**src/rtl/imm_packer_pkg.sv**
```systemverilog
// Shared immediate-format definitions: immsrc encodings, RISC-V immediate
// field positions and the scatter helper used to pack an immediate into a word.
package imm_packer_pkg;

   localparam int unsigned INSTR_W  = 32;
   localparam int unsigned IMM_W    = 32;
   // imm[20] is the highest immediate bit any format places in the word
   localparam int unsigned S1_IMM_W = 21;

   typedef enum logic [1:0] {
      IMM_I = 2'b00,
      IMM_S = 2'b01,
      IMM_B = 2'b10,
      IMM_J = 2'b11
   } immsrc_e;

   // Field bit positions inside the 32-bit instruction word
   localparam int unsigned I_IMM_MSB  = 31;
   localparam int unsigned I_IMM_LSB  = 20;
   localparam int unsigned S_HI_MSB   = 31;
   localparam int unsigned S_HI_LSB   = 25;
   localparam int unsigned S_LO_MSB   = 11;
   localparam int unsigned S_LO_LSB   = 7;
   localparam int unsigned B_SIGN_BIT = 31;
   localparam int unsigned B_HI_LSB   = 25;
   localparam int unsigned B_LO_MSB   = 11;
   localparam int unsigned B_LO_LSB   = 8;
   localparam int unsigned B_B11_BIT  = 7;
   localparam int unsigned J_SIGN_BIT = 31;
   localparam int unsigned J_HI_LSB   = 21;
   localparam int unsigned J_B11_BIT  = 20;
   localparam int unsigned J_MID_MSB  = 19;
   localparam int unsigned J_MID_LSB  = 12;

   // Template bits overwritten by each format
   localparam logic [INSTR_W-1:0] MASK_I  = 32'hFFF0_0000;
   localparam logic [INSTR_W-1:0] MASK_SB = 32'hFE00_0F80;
   localparam logic [INSTR_W-1:0] MASK_J  = 32'hFFFF_F000;

   typedef struct packed {
      logic [INSTR_W-1:0]  instr;
      immsrc_e             immsrc;
      logic [S1_IMM_W-1:0] imm;
      logic                err;
   } s1_word_t;

   function automatic logic [INSTR_W-1:0] imm_field_mask(input immsrc_e src);
      logic [INSTR_W-1:0] m;
      m = MASK_I;
      case (src)
         IMM_I:        m = MASK_I;
         IMM_S, IMM_B: m = MASK_SB;
         IMM_J:        m = MASK_J;
         default:      m = MASK_I;
      endcase
      return m;
   endfunction

   // Immediate bits placed at their format positions, zeros elsewhere
   function automatic logic [INSTR_W-1:0] imm_scatter(input immsrc_e src,
                                                      input logic [S1_IMM_W-1:0] imm);
      logic [INSTR_W-1:0] f;
      f = '0;
      case (src)
         IMM_I: f = {imm[11:0], 20'd0};
         IMM_S: f = {imm[11:5], 13'd0, imm[4:0], 7'd0};
         IMM_B: f = {imm[12], imm[10:5], 13'd0, imm[4:1], imm[11], 7'd0};
         IMM_J: f = {imm[20], imm[10:1], imm[11], imm[19:12], 12'd0};
         default: f = '0;
      endcase
      return f;
   endfunction

endpackage

```
**src/rtl/imm_range_chk.sv**
```systemverilog
// Combinational representability check of an immediate for its format:
// sign-extension range and, for branch/jump targets, 2-byte alignment.
module imm_range_chk
   import imm_packer_pkg::*;
(
   input  logic [IMM_W-1:0] i_imm,
   input  immsrc_e          i_immsrc,
   output logic             o_err_c
);

   logic w_ok11;
   logic w_ok12;
   logic w_ok20;

   // Upper bits must all be copies of the sign bit
   assign w_ok11 = (&i_imm[31:11]) | ~(|i_imm[31:11]);
   assign w_ok12 = (&i_imm[31:12]) | ~(|i_imm[31:12]);
   assign w_ok20 = (&i_imm[31:20]) | ~(|i_imm[31:20]);

   always_comb begin
      o_err_c = 1'b0;
      case (i_immsrc)
         IMM_I, IMM_S: o_err_c = !w_ok11;
         IMM_B:        o_err_c = !w_ok12 || i_imm[0];
         IMM_J:        o_err_c = !w_ok20 || i_imm[0];
         default:      o_err_c = 1'b0;
      endcase
   end

endmodule

```
**src/rtl/imm_packer.sv**
```systemverilog
// Two-stage valid/ready immediate packer: stage 1 checks range/alignment,
// stage 2 inserts the immediate into its RISC-V fields.
// IMM_PACK_ERRCNT_EN enables the saturating errored-word counter on err_count.
module imm_packer
   import imm_packer_pkg::*;
#(
   parameter int unsigned CNT_W    = 16,
   parameter bit          ERR_ZERO = 1'b0
)
(
   input  logic               clk,
   input  logic               rst_n,
   input  logic               in_valid,
   output logic               in_ready,
   input  logic [INSTR_W-1:0] in_instr,
   input  logic [1:0]         in_immsrc,
   input  logic [IMM_W-1:0]   in_imm,
   output logic               out_valid,
   input  logic               out_ready,
   output logic [INSTR_W-1:0] out_instr,
   output logic               out_err,
   output logic [CNT_W-1:0]   err_count
);

   s1_word_t            r_s1;
   logic                r_s1_valid;
   logic                r_out_valid;
   logic [INSTR_W-1:0]  r_out_instr;
   logic                r_out_err;

   logic                w_in_err;
   logic                w_s2_free;
   logic                w_s1_adv;
   logic                w_in_fire;
   logic                w_out_fire;
   logic [S1_IMM_W-1:0] w_imm_eff;
   logic [INSTR_W-1:0]  w_packed;

   imm_range_chk u_range_chk (
      .i_imm    (in_imm),
      .i_immsrc (immsrc_e'(in_immsrc)),
      .o_err_c  (w_in_err)
   );

   // Flow control; in_ready depends on out_ready but never on in_valid
   assign w_s2_free  = !r_out_valid || out_ready;
   assign w_s1_adv   = r_s1_valid && w_s2_free;
   assign in_ready   = !r_s1_valid || w_s2_free;
   assign w_in_fire  = in_valid && in_ready;
   assign w_out_fire = r_out_valid && out_ready;

   // Stage 1: capture the word and its error flag
   always_ff @(posedge clk or negedge rst_n) begin
      if (!rst_n) begin
         r_s1_valid <= 1'b0;
         r_s1       <= '0;
      end else if (w_in_fire) begin
         r_s1_valid <= 1'b1;
         r_s1       <= '{instr:  in_instr,
                         immsrc: immsrc_e'(in_immsrc),
                         imm:    in_imm[S1_IMM_W-1:0],
                         err:    w_in_err};
      end else if (w_s1_adv) begin
         r_s1_valid <= 1'b0;
      end
   end

   // Pack: clear the format's immediate positions, then insert the fields
   always_comb begin
      w_imm_eff = r_s1.imm;
      if (ERR_ZERO && r_s1.err) begin
         w_imm_eff = '0;
      end
      w_packed = (r_s1.instr & ~imm_field_mask(r_s1.immsrc))
               | imm_scatter(r_s1.immsrc, w_imm_eff);
   end

   // Stage 2: output register, held while the consumer stalls
   always_ff @(posedge clk or negedge rst_n) begin
      if (!rst_n) begin
         r_out_valid <= 1'b0;
         r_out_instr <= '0;
         r_out_err   <= 1'b0;
      end else if (w_s1_adv) begin
         r_out_valid <= 1'b1;
         r_out_instr <= w_packed;
         r_out_err   <= r_s1.err;
      end else if (w_out_fire) begin
         r_out_valid <= 1'b0;
      end
   end

   assign out_valid = r_out_valid;
   assign out_instr = r_out_instr;
   assign out_err   = r_out_err;

`ifdef IMM_PACK_ERRCNT_EN
   localparam logic [CNT_W-1:0] CNT_MAX = {CNT_W{1'b1}};

   logic [CNT_W-1:0] r_err_count;

   // Saturating count of errored words handed downstream
   always_ff @(posedge clk or negedge rst_n) begin
      if (!rst_n) begin
         r_err_count <= '0;
      end else if (w_out_fire && r_out_err && (r_err_count != CNT_MAX)) begin
         r_err_count <= r_err_count + CNT_W'(1);
      end
   end

   assign err_count = r_err_count;
`else
   assign err_count = '0;
`endif

endmodule

```
**config.mk**
```make
export PLATFORM = sky130hd
export DESIGN_NAME = imm_packer
export DESIGN_NICKNAME = d
export VERILOG_FILES = /design/src/rtl/imm_packer_pkg.sv /design/src/rtl/imm_range_chk.sv /design/src/rtl/imm_packer.sv
export SDC_FILE = /design/constraint.sdc
export NUM_CORES = 1
export LEC_CHECK = 0
export BUFFER_PORTS_ARGS = -buffer_cell sky130_fd_sc_hd__clkbuf_2
export CORE_ASPECT_RATIO = 0.7
export CORE_MARGIN = 2
export CORE_UTILIZATION = 45
export DETAILED_ROUTE_END_ITERATION = 8
export GPL_ROUTABILITY_DRIVEN = 0
export GPL_TIMING_DRIVEN = 0
export PLACE_DENSITY = 0.78
export SLEW_MARGIN = 20
export SYNTH_ARGS = -nofsm -noshare
export SYNTH_HDL_FRONTEND = slang
export SYNTH_SLANG_ARGS = --single-unit
```
**constraint.sdc**
```tcl
create_clock -name clk -period 1.3 [get_ports clk]
set_input_delay 0.195 -clock clk [delete_from_list [all_inputs] [get_ports clk]]
set_output_delay 0.195 -clock clk [all_outputs]
set_load 0.02 [all_outputs]
```
# Word-level counts from Yosys, hierarchy flattened
# Index checks and enable logic that the tools add are counted.
classes:
  bitwise_logic: 9
  n_mux: 7
  reduce_logical: 24
  eq_ne: 6
op_table:
  columns: ["cell", "count"]
  rows:
  - ["one-hot mux 32 bit (4 select lines)", 1]
  - ["one-hot mux 32 bit (3 select lines)", 1]
  - ["bitwise AND 32 bit", 1]
  - ["NOT 32 bit", 1]
  - ["OR 32 bit", 1]
  - ["AND reduction 21 bit", 1]
  - ["OR reduction 21 bit", 1]
  - ["AND reduction 20 bit", 1]
  - ["OR reduction 20 bit", 1]
  - ["AND reduction 12 bit", 1]
  - ["OR reduction 12 bit", 1]
  - ["equality test 2 bit, second input constant", 4]
  - ["logical NOT 1 bit", 5]
  - ["equality test 2 x 1 -> 1 bit, second input constant", 2]
  - ["logical NOT 2 bit", 2]
  - ["logical OR 1 bit", 4]
  - ["two-way mux 1 bit", 4]
  - ["nonzero test 2 bit", 2]
  - ["OR reduction 2 bit", 2]
  - ["logical AND 1 bit", 3]
  - ["NOT 1 bit", 3]
  - ["OR 1 bit", 3]
  - ["one-hot mux 1 bit (3 select lines)", 1]
totals:
  input_bits: 70
  reg_bits: 91

# Depth between registers and ports, before layout
# Gate-level depths: netlist of run 1.
logic_depth:
  depth_word: 6
  depth_mapped: 6
  depth_no_buf: 6

# Hierarchy
# Synthesis of run 1 repeated with hierarchy kept, for this count alone.
unflattened:
  hier_cells: 287
  hier_area_um2: 3773.6
by_module_without_submodules:
  columns: ["mod", "seq_area_each_um2", "instances", "area_each_um2", "cells_each"]
  rows:
  - ["imm_packer", 2102.0, 1, 3643.5, 267]
  - ["imm_range_chk", 0.0, 1, 130.1, 20]

# Least setup slack after synthesis of run 1
# Ideal clock, no wire load.
synth_path:
  path_kind: "reg-to-reg"
  start: "register r_out_valid (netlist: out_valid)"
  end: "register r_s1[22] (netlist name)"
  period_less_slack_ns: 1.596
  path_slack_ns: -0.296
  required_ns: 1.175
  path_stages_with_launch: 5
  n_path_buf: 1
  arrival_ns: 1.471
  path_cell_list: "dfrtp_1 -> nand3b_1 -> nand2_1 -> buf_2 -> mux2_2"
synth_between:
  elab_chain_len: 4
synth_rtl:
  columns: ["element", "line", "text"]
  rows:
  - ["from (decl)", "imm_packer.sv:27", "logic r_out_valid;"]
  - ["from (signal assigned)", "imm_packer.sv:81", "r_out_valid <= 1'b0;"]
  - ["from (signal assigned)", "imm_packer.sv:85", "r_out_valid <= 1'b1;"]
  - ["from (signal assigned)", "imm_packer.sv:89", "r_out_valid <= 1'b0;"]
  - ["logical NOT 1 bit", "imm_packer.sv:46", "assign w_s2_free = !r_out_valid || out_ready;"]
  - ["logical OR 1 bit", "imm_packer.sv:46", null]
  - ["logical OR 1 bit", "imm_packer.sv:48", "assign in_ready = !r_s1_valid || w_s2_free;"]
  - ["net in_ready", "imm_packer.sv:14", "output logic in_ready,"]
  - ["logical AND 1 bit", "imm_packer.sv:49", "assign w_in_fire = in_valid && in_ready;"]
  - ["to (signal assigned)", "imm_packer.sv:59", "r_s1 <= '{instr: in_instr,"]
  - ["to (decl)", "imm_packer.sv:25", "s1_word_t r_s1;"]
# The timed path passes the listed nets, and every way through them passes these cells.
# A chain may end at the register's enable or synchronous reset.

# Final worst setup path of run 1
layout_path:
  start: "register r_s1_valid"
  end: "output port in_ready"
layout_between:
  elab_chain_len: 2
layout_rtl:
  columns: ["element", "line", "text"]
  rows:
  - ["from (decl)", "imm_packer.sv:26", "logic r_s1_valid;"]
  - ["from (signal assigned)", "imm_packer.sv:55", "r_s1_valid <= 1'b0;"]
  - ["from (signal assigned)", "imm_packer.sv:58", "r_s1_valid <= 1'b1;"]
  - ["from (signal assigned)", "imm_packer.sv:64", "r_s1_valid <= 1'b0;"]
  - ["logical NOT 1 bit", "imm_packer.sv:48", null]
  - ["logical OR 1 bit", "imm_packer.sv:48", null]
  - ["to (decl)", "imm_packer.sv:14", null]
# No other way between the ends.

==> results of run 1 <==
path summary, 6_finish.rpt:
check,startpoint,slack (ns),cells past startpoint,endpoint
max,r_s1_valid,-0.07,3,in_ready
min,in_instr[16],0.09,2,r_s1[40]
max reg2reg,r_s1[23],-0.06,5,out_instr[17]
min reg2reg,out_instr[12],0.48,2,out_instr[12]
max in group asynchronous,rst_n,0.29,3,r_s1[22]
min in group asynchronous,rst_n,0.38,2,out_instr[22]
power groups by stage:
stage,clock (mW),combinational (mW),sequential [mW]
finish,2.91,2.11,3.46
CTS,2.94,2.08,3.45
floorplan,0,0.873,3.77
detailed placement,0,1.91,3.47
global route,3.08,2.29,3.53
global placement,0,1.84,3.44
layout make-up:
type	count	area [um2]
fillers	631	2900
flip-flops and latches	84	2110
multi-input cells	182	1540
repair buffers	104	569
clock buffers	10	229
plain buffers	26	226
well taps	101	126
clock inverters	6	111
inverters	7	28.8
flip-flops by register name, summed over array words and instances, names as in the netlist:
signal and cells:
w_imm_eff 21, r_s1 28, r_s1_valid 1, out_err 1, out_instr 32, out_valid 1
cell usage in the layout, fill, tap and decap left out, types with 5 or more instances in the layout:
master	n
a22oi_2	6
buf_4	21
o21ai_1	10
mux2_4	10
nand2_1	16
dfrtp_1	81
nor2b_1	8
o21ai_0	8
clkbuf_2	98
nand4_1	5
buf_6	6
a21oi_1	14
clkbuf_16	9
conb_1	16
mux2_2	53
per-layer routing:
metal	track usage (%)	vias to the layer above	wire, um
li1	-	1231	-
met1	26.5	1314	3770
met2	33.1	81	3930
met3	6.79	6	570
met4	5.56	0	58
met5	0	-	0
logic make-up after synthesis:
kind of cell             count (synthesis)  share of synthesized area, %
buffers and inverters                   34                          5.47
flip-flops                              84                          58.2
multiplexers                            63                          19.6
AO/OA/AOI/OAI                           45                          7.23
other                                    1                         0.104
AND/OR/NAND/NOR                         53                          7.68
adder cells (fa/ha/maj)                  5                          1.73
synth_stat cells:
library cell and count:
o21ai_0 17, a221oi_1 5, o21ai_1 1, nand3_1 1, nor2b_1 9, and3_1 1, inv_1 7, nand2b_1 4
or4_4 1, ha_1 5, conb_1 1, nand2_1 18, nand4_1 5, a21oi_1 15, or2_2 1, o31ai_1 1
nor3_1 1, clkbuf_1 3, or4_1 1, dfrtp_1 84, nor4_1 3, mux2_2 63, nor2_1 6, buf_4 16
buf_2 7, nand3b_1 2, clkbuf_2 1, a22oi_1 6
timing repair:
item,in CTS,in global routing
resized for setup,48,17
pin swaps,6,5
hold buffers,1,0
setup endpoints to repair,81,82
setup buffers,3,2
endpoints found under the hold margin,31,0
==> qor.txt, run 1 <==
Pre-CTS setup slack - -0.190 ns
Finished Layout Cells - 520
Initial Util - 46.1%
Area growth syn-to-layout - 36.6%
Critical path startpoint category - flip-flop
Crit path kind - reg -> out
Dpl hpwl - 6.01 mm
CTS tree - yes
Detailed Route Iter0 Violations - 132
Crit Path Max Fanout - 3
Syn avg cell area - 12.7 um2
# rows - 27
Hold violation total from the final report - 0
GRT overflow - 0
Post-route cell area - 0.00494 mm2
Final setup violation count - 50
Comb pwr share - 24.9%
Sequential share of power - 40.8%
Final Net Count - 489
Synth warn - 0
Cells along the critical path - nand3b_1 > buf_4 > buf_6
Failing checks - setup timing
Post-DRT Antenna Nets - 0
Syn Inst Count - 285
Switching Fraction - 29.5%
Die H - 79.0 um
Final Critical Period - 1.37 ns
Drc violations - 0
Final Skew - 0.00751 ns
WP data required - 1.11 ns
PwrDens - 1720 mW/mm2
Slowest cell on crit path - dfrtp_1
CTS Buf Count - 9
Yosys reg bits - 84
Number of diodes - 0
H-tree lvl count - 3
Initial antenna violation count - 0
Clock Latency Late Sink - 0.33 ns
Final worst setup slack - -0.0726 ns
Placed instance count - 499
Area contributors post-synth - dfrtp_1 58%, mux2_2 20%, buf_4 3.3%
Vias per cell - 5.06
Fmax - 0.729 GHz
Leading area contributor after synthesis - dfrtp_1
Worst EP arrival - 1.18 ns
CTS clk-pin slew, worst paths - 0.06 ns
Critical path capture point type - output port
Post-synthesis cell area - 0.00361 mm2
CP max stage delay - 0.37 ns
Hold Worst Slack - 0.0915 ns
Post-synth cell types - 28
Clock Tree Root - clkbuf_16
Top Ports - 121
Largest net degree at the start of global routing - 54
RSZ-0062 raised after global routing - yes
WL per Instance - 16.0 um
Psw - 2.50 mW
TritonCTS Sinks - 84
Core ar. - 0.00784 mm2
Die ar. - 0.00878 mm2
Max-slew violations - 0
Routed vias - 2632
Post-synthesis sequential area ratio - 58.2%
Max Cap Violations - 0
Die width - 111 um
Vias in the first global route - 2827
Maximum vdd drop - 0.000925 V
Area share of the largest cell type after synthesis - 58.2%
Setup TNS - -1.86 ns
Leakage - 2.35 nW
Dpl cell area - 0.00435 mm2
Crit share post-route - 106%
Largest delay share family, worst path - flip-flops
Pint - 5.98 mW
Status - finished with violations
Layout cells sized above 1 - 56.1%
Clock power frac - 34.3%
Global-route wire length before repair - 13.7 mm
PortBufs - 97
Fin util - 63.0%
Bufs on Longest Clock Path - 2
DR pass1 iterations - 4
DRT Wirelength - 8.32 mm
Hold Path Class - in -> reg
Critical path buffer and inverter count - 2
All-layer global routing usage - 20.3%
Pwr Total - 8.48 mW
(Power assumes the default switching activity.)
==> inputs of run 2 (changes only) <==
--- a/config.mk
+++ b/config.mk
@@ -5,6 +5,7 @@
 export SDC_FILE = /design/constraint.sdc
 export NUM_CORES = 1
 export LEC_CHECK = 0
+export ABC_AREA = 1
 export BUFFER_PORTS_ARGS = -buffer_cell sky130_fd_sc_hd__clkbuf_2
 export CORE_ASPECT_RATIO = 0.7
 export CORE_MARGIN = 2
@@ -12,7 +13,7 @@
 export DETAILED_ROUTE_END_ITERATION = 8
 export GPL_ROUTABILITY_DRIVEN = 0
 export GPL_TIMING_DRIVEN = 0
-export PLACE_DENSITY = 0.78
+export PLACE_DENSITY = 0.77
 export SLEW_MARGIN = 20
 export SYNTH_ARGS = -nofsm -noshare
 export SYNTH_HDL_FRONTEND = slang
==> qor.txt, run 2 <==
WP data required - 1.54 ns (+0.43 ns)
Post-synthesis cell area - 0.00389 mm2 (+7.6%)
Cell with the most instances after synthesis - dfrtp_1
Die ar. - 0.00942 mm2 (+7.3%)
Largest net degree at the start of global routing - 52 (-3.7%)
Final worst setup slack - -0.0598 ns (+0.0128 ns)
Post-DRT Antenna Nets - 0 (unchanged)
Detailed Route Iter0 Violations - 282 (+110%)
Initial antenna violation count - 0 (unchanged)
Slowest cell on crit path - dfrtp_1
Drc violations - 0 (unchanged)
Maximum vdd drop - 0.000819 V (-11%)
PortBufs - 97 (unchanged)
Post-synthesis sequential area ratio - 54.0% (-4.1 points)
Critical path startpoint category - flip-flop
Yosys reg bits - 84 (unchanged)
Finished Layout Cells - 663 (+28%)
Hold Path Class - in -> reg
Fillers - 714 (+13%)
Most frequent cells in the layout - 96 x clkbuf_2, 83 x dfrtp_1, 71 x nand2_1, 70 x nor2_1, 38 x a21oi_1
Post-Synth XOR/XNOR Area - 0% (unchanged)
# rows - 28 (+3.7%)
CTS clk-pin slew, worst paths - 0.06 ns (about the same)
Post-synth cell types - 27 (-3.6%)
Pwr Total - 8.88 mW (+4.7%)
Max-slew violations - 0 (unchanged)
CP max stage delay - 0.42 ns (+0.05 ns)
Clock Latency Late Sink - 0.34 ns (about the same)
Critical path capture point type - flip-flop
DRT Wirelength - 9.98 mm (+20%)
Ys async rst share - 100% (unchanged)
Final setup violation count - 12 (-76%)
Crit-path most repeated cell - inv_6
Mux contribution to synthesized area - 6.66% (-13 points)
Final Critical Period - 1.36 ns (-0.0128 ns)
Syn Inst Count - 418 (+47%)
Main synth FF type - dfrtp_1
Multi-input gate area - 0.00157 mm2 (+2.3%)
H-tree lvl count - 3 (unchanged)
Crit path kind - reg -> reg
DR pass1 iterations - 4 (unchanged)
TritonCTS Sinks - 84 (unchanged)
Commonest non-fill, non-tap cell in the layout - clkbuf_2
Compound-Gate Fraction of Synth Area - 10.9% (+3.7 points)
Fmax - 0.735 GHz (+0.94%)
PwrDens - 1730 mW/mm2 (+0.44%)
Post-synth top cells - 84 x dfrtp_1, 73 x nand2_1, 73 x nor2_1
Failing checks - setup timing
Leading area contributor after synthesis - dfrtp_1
Area growth syn-to-layout - 32.2%
Simple-Gate Fraction of Synth Area - 16.3% (+8.6 points)
Area share of the largest cell type after synthesis - 54.0% (-4.1 points)
Crit Path Max Fanout - 5 (+2)
Hold violation total from the final report - 0 (unchanged)
Die H - 81.8 um (+3.6%)
Layout cells sized above 1 - 37.1% (-19 points)
Max reg flops - 32 (unchanged)
Final Skew - 0.00720 ns (-0.000316 ns)
CTS Buf Count - 9 (unchanged)
Area contributors post-synth - dfrtp_1 54%, nand2_1 7.0%, nor2_1 7.0%
Top Ports - 121 (unchanged)
RSZ-0062 raised after global routing - yes
Max Cap Violations - 0 (unchanged)
Crit share post-route - 105% (-0.98 points)
Post-route cell area - 0.00514 mm2 (+4.2%)
Final Net Count - 628 (+28%)
Vias in the first global route - 3203 (+13%)
Vias per cell - 4.97 (-1.8%)
Routed vias - 3294 (+25%)
Syn avg cell area - 9.31 um2 (-27%)
GRT overflow - 0 (unchanged)
Clock Tree Root - clkbuf_16
Synth warn - 0 (unchanged)
Synth Area in Adders - 1.61% (-0.12 points)
Sequential standard cell area - 0.00210 mm2 (-0.12%)
Dpl hpwl - 7.07 mm (+18%)
Global-route wire length before repair - 15.9 mm (+16%)
Bufs on Longest Clock Path - 2 (unchanged)
EDFF count, synth - 0 (unchanged)
Leakage - 2.66 nW (+13%)
WL per Instance - 15.1 um (-5.9%)
Largest family of logic cells by synthesized area - simple AND/OR/NAND/NOR gates
Cells along the critical path - inv_2 > ha_4 > inv_6 > nand2_4 > buf_4 > inv_6 > a21oi_2 > a31oi_1
Initial Util - 46.3% (+0.14 points)
Die width - 115 um (+3.6%)
Placed instance count - 636 (+27%)
CTS tree - yes
All-layer global routing usage - 22.4% (+2.1 points)
Number of diodes - 0 (unchanged)
Core ar. - 0.00841 mm2 (+7.3%)
Status - finished with violations
Worst EP arrival - 1.60 ns (+0.42 ns)
Dpl cell area - 0.00459 mm2 (+5.7%)
[run 2: worst max-delay path: cells and delay by family (launching register included)]
kind            cells  cell delay, ns
flops               1            0.42
buf+inv             4            0.37
compound gates      2            0.26
fa+ha+maj           1            0.18
simple gates        1            0.05
[run 2: per-layer routing]
layer	up-vias	GRT usage (%)	share of wire, %
li1	1577	-	-
met1	1600	30.0	46
met2	108	36.4	47
met3	9	6.49	6.0
met4	0	5.54	0.70
met5	-	0	0
[run 2: power by group]
part,internal [mW],switching (mW)
registers,3.23,0.368
logic,1.07,1.69
clock network,1.53,0.991
[run 2: worst paths after layout]
check / from / endpoint / slack, ns / cells after the start
max: r_s1[23] / out_instr[31] / -0.06 / 8
min: in_instr[20] / r_s1[44] / 0.09 / 2
max reg2reg: r_s1[23] / out_instr[31] / -0.06 / 8
min reg2reg: r_s1[0] / out_err / 0.48 / 2
max in group asynchronous: rst_n / r_s1[26] / 0.30 / 3
min in group asynchronous: rst_n / out_instr[28] / 0.39 / 2
[run 2: per-stage QoR]
step / hold slack [ns] / setup TNS (ns) / worst slack, ns / utilization, %
floorplan: -0.101 / 0 / 0.0240 / -
global placement: 0.431 / -67.75 / -0.943 / 54.3
detailed placement: 0.212 / -3.66 / -0.316 / 54.6
CTS: 0.0772 / -0.200 / -0.0475 / 59.9
global route: 0.0779 / -1.75 / -0.144 / 61.2
finish: 0.0896 / -0.358 / -0.0598 / 61.2
[run 2: cell type report]
cell class	instances	share of cell area, %
Timing Repair Buffer	109	12.0
Inverter	39	3.09
Clock buffer	11	4.72
Clock inverter	5	1.02
Sequential cell	84	40.9
Buffer	30	4.96
Timing Repair inverter	1	0.146
Tap cell	105	2.55
Multi-Input combinational cell	279	30.6
[run 2: cells by family (layout without fill, tap and decap cells)]
kind of cell	after synthesis	count (layout)
AO/OA/AOI/OAI	83	83
adder cells (fa/ha/maj)	5	5
buffers and inverters	70	195
flip-flops	84	84
multiplexers	18	18
other	1	16
AND/OR/NAND/NOR	157	157
[run 2: repair_timing]
item                       in CTS  in global routing
hold endpoints to repair       33                  0
hold buffers                    1                  0
setup buffers                   9                  1
pin swaps                       7                 11
cloned                          1                  0
setup endpoints to repair      20                 21
gates resized for setup        26                 33
==> inputs of run 3 (changes only) <==
--- a/config.mk
+++ b/config.mk
@@ -12,7 +12,6 @@
 export CORE_UTILIZATION = 45
 export DETAILED_ROUTE_END_ITERATION = 8
 export GPL_ROUTABILITY_DRIVEN = 0
-export GPL_TIMING_DRIVEN = 0
 export PLACE_DENSITY = 0.77
 export SLEW_MARGIN = 20
 export SYNTH_ARGS = -nofsm -noshare
==> qor.txt, run 3 (synthesized netlist as in run 2, its figures left out) <==
Status - finished with violations
Failing checks - setup timing
Hold violation total from the final report - 0 (unchanged)
Setup TNS - -0.273 ns (+0.0855 ns)
Critical path capture point type - flip-flop
Clock Latency Late Sink - 0.34 ns (about the same)
Reg2reg end - out_instr[20]
Clock Tree Root - clkbuf_16
Initial antenna violation count - 0 (unchanged)
Commonest non-fill, non-tap cell in the layout - clkbuf_2
Leakage - 2.64 nW (-0.82%)
Multi-input gate area - 0.00163 mm2 (+3.6%)
Sequential standard cell area - 0.00210 mm2 (unchanged)
All-layer global routing usage - 20.9% (-1.6 points)
Detailed Route Iter0 Violations - 217 (-23%)
Min-delay src - in_instr[21]
Area growth syn-to-layout - 32.5%
Crit path kind - reg -> reg
Final Net Count - 614 (-2.2%)
Max Cap Violations - 0 (unchanged)
# rows - 28 (unchanged)
CTS tree - yes
Final setup violation count - 10 (-2)
Die H - 81.8 um (unchanged)
Final Critical Period - 1.35 ns (-0.00523 ns)
Fillers - 690 (-3.4%)
DR pass1 iterations - 5 (+1)
Top Ports - 121 (unchanged)
PortBufs - 97 (unchanged)
H-tree lvl count - 3 (unchanged)
Most frequent cells in the layout - 95 x clkbuf_2, 83 x dfrtp_1, 71 x nand2_1, 67 x nor2_1, 40 x a21oi_1
Pre-CTS setup slack - -0.101 ns (+0.215 ns)
Critical path startpoint category - flip-flop
DRT Wirelength - 9.50 mm (-4.9%)
Routed vias - 3211 (-2.5%)
Worst EP arrival - 1.57 ns (-0.03 ns)
TritonCTS Sinks - 84 (unchanged)
GRT overflow - 0 (unchanged)
Bufs on Longest Clock Path - 2 (unchanged)
Max reg flops - 32 (unchanged)
Maximum vdd drop - 0.000797 V (-2.7%)
WL per Instance - 14.6 um (-2.8%)
Initial Util - 46.3% (unchanged)
Vias per cell - 4.95 (-0.42%)
Drc violations - 0 (unchanged)
Post-DRT Antenna Nets - 0 (unchanged)
PwrDens - 1800 mW/mm2 (+4.5%)
Global-route wire length before repair - 14.9 mm (-6.4%)
Dpl hpwl - 6.34 mm (-10%)
Largest net degree at the start of global routing - 41 (-21%)
Core ar. - 0.00841 mm2 (unchanged)
Worst R2R Setup Slack - -0.05 ns (about the same)
Hold Path Sink - r_s1[45]
Max-slew violations - 0 (unchanged)
Hold Path Class - in -> reg
Final worst setup slack - -0.0545 ns (+0.00523 ns)
Reg2reg path depth - 7 (-1)
Final Skew - 0.00596 ns (-0.00123 ns)
CTS clk-pin slew, worst paths - 0.06 ns (about the same)
RR Startpoint - r_s1[23]
Crit Path Max Fanout - 5 (unchanged)
WP data required - 1.51 ns (-0.03 ns)
Vias in the first global route - 3054 (-4.7%)
Layout cells sized above 1 - 36.0% (-1.1 points)
Die ar. - 0.00942 mm2 (unchanged)
RSZ-0062 raised after global routing - yes
Crit share post-route - 104% (-0.40 points)
CTS Buf Count - 9 (unchanged)
Number of diodes - 0 (unchanged)
Die width - 115 um (unchanged)
Pwr Total - 9.29 mW (+4.7%)
Fmax - 0.738 GHz (+0.39%)
Worst hold path stage count - 2 (unchanged)
-- run 3: cell types whose count changed in the layout (fill, tap and decap cells not counted), sizes merged --
| cell | delta |
|---|---|
| buf | -13 |
| bufinv | +2 |
| clkbuf | -1 |
| clkinv | -2 |
| clkinvlp | -1 |
| nand2 | +1 |
-- run 3: report_power, final --
| group | switching, mW | internal, mW | leakage, nW |
|---|---|---|---|
| Combinational | 1.67 | 1.07 | 1.49 |
| Sequential | 0.352 | 3.23 | 0.973 |
| Clock | 0.992 | 1.98 | 0.173 |
| Total | 3.02 | 6.27 | 2.64 |
-- run 3: layout make-up --
cell class | instances | share of cell area, %
clock inverters | 4 | 1.84
well taps | 105 | 2.55
repair inverters | 1 | 0.146
flip-flops and latches | 84 | 40.8
clock buffers | 12 | 4.98
inverters | 39 | 3.11
repair buffers | 124 | 15.0
multi-input cells | 280 | 31.6
-- run 3: worst max-delay path, stage by stage, from the launching register on --
cell and delay, ns:
dfrtp_1 0.43, inv_2 0.10, ha_4 0.15, inv_4 0.04, nand2_4 0.07, clkinvlp_4 0.17
a22oi_2 0.17, a31oi_1 0.11
-- run 3: routing by layer --
| metal | track usage (%) | wire (um) | up-vias |
|---|---|---|---|
| li1 | - | - | 1546 |
| met1 | 27.7 | 4320 | 1531 |
| met2 | 34.6 | 4480 | 124 |
| met3 | 5.24 | 603 | 10 |
| met4 | 5.54 | 97 | 0 |
| met5 | 0 | 0 | - |
-- run 3: what timing repair did --
item / in CTS / in global routing
setup buffers: 8 / 0
setup endpoints to repair: 35 / 61
pin swaps: 8 / 7
hold buffers: 1 / 0
cloned: 1 / 1
gates resized for setup: 34 / 37
hold endpoints to repair: 23 / 0
-- run 3: how the worst max path moves through the flow --
stage / startpoint / to / slack (ns) / cells past startpoint
2_1_floorplan: out_valid / r_s1[24] / 0.02 / 4
3_3_place_gp: r_s1_valid / out_instr[20] / -0.02 / 5
3_5_place_dp: r_s1[23] / out_instr[24] / -0.10 / 6
4_1_cts: r_s1_valid / in_ready / -0.02 / 3
5_1_grt: r_s1[23] / out_instr[20] / -0.10 / 7
6_report: r_s1[23] / out_instr[20] / -0.05 / 7
-- run 3: metrics by stage --
| step | cell area [um2] | instances | hold WS (ns) | utilization, % |
|---|---|---|---|---|
| detailed placement | 4490 | 623 | 0.135 | 53.4 |
| global route | 5150 | 649 | 0.0755 | 61.3 |
| CTS | 5010 | 648 | 0.0801 | 59.5 |
| global placement | 4490 | 623 | 0.126 | 53.4 |
| finish | 5150 | 649 | 0.0909 | 61.3 |
| floorplan | 3950 | 433 | -0.101 | - |
